[config.mk]
export PLATFORM = sky130hd
export DESIGN_NAME = mod_n_updown_counter
export DESIGN_NICKNAME = d
export VERILOG_FILES = /design/src/rtl/mod_n_updown_counter.sv
export SDC_FILE = /design/constraint.sdc
export NUM_CORES = 1
export LEC_CHECK = 0
export CAP_MARGIN = 30
export CORE_MARGIN = 3
export CORE_UTILIZATION = 30
export CTS_CLUSTER_DIAMETER = 60
export DETAILED_ROUTE_END_ITERATION = 7
export DONT_BUFFER_PORTS = 1
export SLEW_MARGIN = 20
export SYNTH_ARGS = -nofsm -noshare
export SYNTH_HDL_FRONTEND = slang
export SYNTH_SLANG_ARGS = --single-unit
[constraint.sdc]
create_clock -name clock -period 4 [get_ports clock]
set_input_delay 0 -clock clock [delete_from_list [all_inputs] [get_ports clock]]
set_output_delay 0 -clock clock [all_outputs]
set_load 0.005 [all_outputs]
[src/rtl/mod_n_updown_counter.sv]
// Modulo-N up/down counter with a run-time programmable modulus.
// Edge priority: clear, then modulus write, then load, then count.
// The modulus written on an edge is already the one used for load and
// count checks on that same edge.
module mod_n_updown_counter #(
    parameter int WIDTH       = 4,
    parameter int MOD_DEFAULT = 10
) (
    input  logic             clock,
    input  logic             clear,
    input  logic             enable,
    input  logic             up_down,
    input  logic             load,
    input  logic [WIDTH-1:0] load_value,
    input  logic             mod_wr,
    input  logic [WIDTH:0]   mod_value,
    output logic [WIDTH-1:0] q,
    output logic [WIDTH-1:0] q_bar,
    output logic             tc,
    output logic             wrap,
    output logic [WIDTH:0]   modulus,
    output logic             err
);

    localparam logic [WIDTH:0]   MOD_MAX = {1'b1, {WIDTH{1'b0}}};
    localparam logic [WIDTH:0]   MOD_RST = (WIDTH+1)'(MOD_DEFAULT);
    localparam logic [WIDTH:0]   ONE     = {{WIDTH{1'b0}}, 1'b1};
    localparam logic [WIDTH-1:0] Q_ONE   = WIDTH'(1);

    logic [WIDTH:0]   q_ext;
    logic [WIDTH:0]   lv_ext;
    logic [WIDTH:0]   m_eff;
    logic             mod_ok;
    logic [WIDTH-1:0] q_nxt;
    logic             wrap_nxt;
    logic             err_nxt;

    // All comparisons run at WIDTH+1 bits so M = 2^WIDTH needs no special case.
    assign q_ext  = {1'b0, q};
    assign lv_ext = {1'b0, load_value};
    assign q_bar  = ~q;
    // tc looks at the modulus register only, never at a pending mod_value.
    assign tc     = enable & ~load & (up_down ? (q_ext == modulus - ONE) : (q_ext == '0));

    // Next-state decode: effective modulus, then load, forced zero, or count.
    always_comb begin
        mod_ok   = mod_wr && (mod_value != '0) && (mod_value <= MOD_MAX);
        m_eff    = mod_ok ? mod_value : modulus;
        q_nxt    = q;
        wrap_nxt = 1'b0;
        err_nxt  = err;
        if (mod_wr && !mod_ok) begin
            err_nxt = 1'b1;
        end
        if (load) begin
            if (lv_ext < m_eff) begin
                q_nxt = load_value;
            end else begin
                q_nxt   = '0;
                err_nxt = 1'b1;
            end
        end else if (mod_ok && (q_ext >= m_eff)) begin
            // A shrinking modulus strands q out of range; pull it back to zero
            // without reporting a wrap.
            q_nxt = '0;
        end else if (enable) begin
            if (up_down) begin
                if (q_ext == m_eff - ONE) begin
                    q_nxt    = '0;
                    wrap_nxt = 1'b1;
                end else begin
                    q_nxt = q + Q_ONE;
                end
            end else begin
                if (q_ext == '0) begin
                    q_nxt    = WIDTH'(m_eff - ONE);
                    wrap_nxt = 1'b1;
                end else begin
                    q_nxt = q - Q_ONE;
                end
            end
        end
    end

    // State registers with synchronous active-high clear.
    always_ff @(posedge clock) begin
        if (clear) begin
            q       <= '0;
            modulus <= MOD_RST;
            wrap    <= 1'b0;
            err     <= 1'b0;
        end else begin
            q       <= q_nxt;
            modulus <= m_eff;
            wrap    <= wrap_nxt;
            err     <= err_nxt;
        end
    end

endmodule

== Word-level counts from Yosys, hierarchy flattened ==
Index checks and enable logic that the tools add are counted.
Word-level totals
  bits in registers: 11
Cells by class
  add/subtract/negate cells: 4
  order comparisons: 3
  equality and inequality tests: 2
  muxes and demuxes: 15
  bitwise logic cells: 5
  reductions and logical operators: 9
Operator list (count)
  $mux 4: 7
  $eq 4x5->1: 2
  $sub 5x1->5 const B: 2
  $mux 1: 7
  $ge 4x5->1: 1
  $le 5x5->1 const B: 1
  $logic_not 5->1: 1
  $lt 4x5->1: 1
  $mux 5: 1
  $reduce_bool 5->1: 1
  $add 4x1->4 const B: 1
  $logic_and 1x1->1: 4
  $not 4->4: 1
  $reduce_or 4->1: 1
  $sub 4x1->4 const B: 1
  $reduce_bool 3->1: 1
  $and 1x1->1: 2
  $not 1->1: 2
  $logic_not 1->1: 1

== Logic depth before layout (Yosys ltp) ==
  depth in word-level cells: 11
  depth in mapped cells: 15
  gate-level depth less buffers: 14

== Least setup slack after synthesis ==
Ideal clock, no wire load.
  kind: input to register
  start: in mod_value[3]
  end: reg q[0]
  setup time: 132 ps
  data arrival time: 2835 ps
  data required time: 3868 ps
  slack: 1033 ps
  cell stages on the path: 13
  cell sequence: nor4_1 xnor2_1 inv_1 nand2_1 a21boi_0 ha_1 xnor2_1 nor2_1 o211ai_2 o22ai_2 or4b_4 nand4_2 o22ai_1
Between the ends
  cells in the longest elaborated chain, start to end: 11
Ends and longest elaborated chain
  start: declaration: RTL line 16  | input logic [WIDTH:0] mod_value,
  parallel branches: the longest is 11 deep, another holds $le 5x5->1
  end signal: assignment: RTL line 93  | q <= q_nxt;
  end: declaration: RTL line 17  | output logic [WIDTH-1:0] q,
Parallel ways; which one is timed is not known. The select of a mux whose other input is x is not followed.
A chain may end at the register's enable or synchronous reset.

== Worst setup path after layout ==
  start: in mod_value[3]
  end: reg q[1]
Same word-level chain as after synthesis.

==> results.cfg <==
[detailed_routing]
drcViolationCount = 0
drt_first_pass_iters = 4
drtAntennaViolNets = 0
drtIter0Drc = 109
num_vias = 1343
postRouteWirelength_um = 4000
vias_per_cell = 5.81
wire_per_inst_um = 17.3

[yosys]
synth.yosys.seq_area_share_pct = 16.9
yosysTopAreaCell = dfxtp_1
synth_top_flop_cell = dfxtp_1
synth_fp_nets = 199
synth_top_area_share_pct = 16.9
synth_area_leaders = dfxtp_1 17%, ha_1 8.6%, nor2_1 4.9%
async_reset_ff_share_pct = 0
synth_cells = 175
synth_cell_type_count = 49
yosys_warnings = 0
syn_area_per_cell_um2 = 7.46
netlist_area_um2 = 1310
synth_edf_count = 0
ys_seq_elements = 11

[floorplan]
core_um2 = 4090
die_y_um = 72.0
ioPinCount = 31
initial_utilization_pct = 31.9
die_area_um2 = 5180
die_w_um = 72.0
rows = 23

[clocking]
cts.sinks = 11
cts_htree_levels = 1
clock-root-buffer = clkbuf_8
cts_buffers = 3
cts_tree = done
cts_repair_resize_count = 0
clkTransAtPathRegs_ps = 50
clkLatencyLatePin_ps = 240
clockBufferDepth = 2

[placement]
io_buffers = 0
detailed_place_hpwl_um = 3130
post-place-cells = 220
routabilityCongestion = 0.878
pre_cts_ws_ps = 965

[power]
p_per_area_nw_per_um2 = 310
vdd_drop_max_mv = 0.181
p_total_mw = 0.455
cellLeakagePower_nw = 0.583

[timing]
fin_crit_ps = 3360
final_hold_viol_count = 0
fmax_mhz = 298
finalClockSkew_ps = 1.15
setup_violations = 0
hold_ws_ps = 5.08
min_period_over_period_pct = 84.0
rsz0062_at_grt = false
final_max_slew_viol_count = 0
tns_ps = 0
tightest_slew_ps = 651
max_slew_margin_pct = 56.6
layout_setup_ws_ps = 642

[global_route]
grt_pass1_vias = 1288
overflow = 0
grtUsageTotal_pct = 16.1
grt_first_pass_wirelength_um = 6640
grt_max_degree = 16
antenna_found_initial = 0

[critical_path]
timing.critical_path.cells = nor4_1 > buf_4 > xnor2_1 > inv_1 > nand2_1 > mux2i_1 > ha_1 > inv_1 > or3_1 > o2111a_1 > o22ai_2 > or4b_4 > nand4_2 > o22ai_1 > dlygate4sd3_1
worstSetupPathType = input pin to flip-flop
crit_slowest_cell = dlygate4sd3_1
crit_top_cell = inv_1
r2r_slack_ps = 730
worstPathRequired_ps = 4120
reg2reg_to = q[1]$_SDFFE_PP0P_
end_kind = flip-flop
cp-start-kind = input pin
ff2ff_path_depth = 11
rr_startpoint = modulus[0]$_SDFF_PP0_
worst_ep_arrival_time_ps = 3480
crit_path_max_fanout = 7
slowest_delay_ps = 580
crit_family = simple AND/OR/NAND/NOR gates
cp-startpoint = mod_value[3]
worst-path-buf-inv = 4

[layout]
final_cells = 231
multi_input_area_um2 = 1000
regArea_um2 = 220
diodes = 0
layout-drive-gt1-share_pct = 8.29
area_growth_syn_to_layout_pct = 12.7
fill_cells = 440
nNetsFinal = 206

[outcome]
status = complete, no violations

[worst_hold_path]
min_to = modulus[1]$_SDFF_PP1_
worstHoldStart = mod_value[1]
hold_depth = 2
hold_path.class = input pin to flip-flop

[run]
cap_violations = 0
flip-flops by register name, indices dropped and copies added (netlist names):
name	cells
err	1
modulus	5
q	4
wrap	1
layout make-up:
class / count / share of cell area (%)
clock buffers: 4 / 3.06
inverters: 15 / 3.83
multi-input cells: 142 / 68.1
flip-flops and latches: 11 / 15.0
well taps: 50 / 4.26
repair buffers: 9 / 5.79
per-stage QoR:
stage	cell area [µm²]	utilization (%)
finish	1470	36.0
CTS	1470	36.0
global placement	1360	33.2
detailed placement	1360	33.2
floorplan	1310	-
global route	1470	36.0
report_power, final:
| group | switching (mW) | internal (mW) | total [mW] |
|---|---|---|---|
| logic | 0.104 | 0.0884 | 0.192 |
| clock network | 0.0435 | 0.0701 | 0.114 |
| registers | 0.0294 | 0.120 | 0.149 |
routing by layer:
layer,vias up,part of all wire (%),global-route usage (%)
met2,45,44,24.9
met1,630,45,22.3
met4,0,0.68,1.46
met5,-,0,0
met3,5,11,6.23
li1,663,-,-
cell usage after synthesis, types with 2 or more instances:
| master | instances |
|---|---|
| nor4_1 | 4 |
| nand3b_1 | 3 |
| o21ai_0 | 5 |
| inv_1 | 15 |
| nor2_1 | 17 |
| a21boi_0 | 2 |
| nor3b_1 | 2 |
| or3_1 | 2 |
| nor3_1 | 6 |
| a2bb2oi_1 | 4 |
| a31oi_1 | 3 |
| xnor2_1 | 7 |
| dfxtp_1 | 11 |
| clkbuf_1 | 5 |
| nand4_1 | 2 |
| o221ai_1 | 3 |
| ha_1 | 9 |
| nand2b_1 | 6 |
| xor2_1 | 4 |
| o2111a_1 | 3 |
| o211ai_1 | 2 |
| nand2_1 | 14 |
| nand3_1 | 4 |
| o22ai_1 | 3 |
| o31ai_1 | 4 |
| a21o_1 | 2 |
| a21oi_1 | 11 |
worst max path at each step:
stage / to / depth (start not counted)
after global placement: q[0]$_SDFFE_PP0P_ / 14
final: q[1]$_SDFFE_PP0P_ / 15
after CTS: q[1]$_SDFFE_PP0P_ / 15
after global routing: q[1]$_SDFFE_PP0P_ / 15
after detailed placement: q[0]$_SDFFE_PP0P_ / 14
after floorplan: q[0]$_SDFFE_PP0P_ / 13
logic make-up after synthesis:
group,count (synthesis),share of synthesized area (%)
simple gates,66,26.8
compound gates,53,30.5
buf+inv,22,6.42
xor+xnor,11,7.38
flops,11,16.9
fa+ha+maj,9,8.63
mux,3,3.36
timing repair:
action | 4_1_cts | 5_1_grt
endpoints found under the hold margin | 11 | 0
hold buffers | 7 | 0
setup buffers | 0 | 0
layout by cell type, fill, tap and decap left out, drive strengths merged, types with 5 or more instances in the layout:
master       Yosys  final
xnor2            7      7
nand2b           6      6
ha               9      9
nand2           14     14
nor3             6      6
inv             15     15
dfxtp           11     11
a21oi           11     11
nor2            17     17
o21ai            5      5
dlygate4sd3      0      7
No activity file was read; power rests on OpenSTA's default activity.
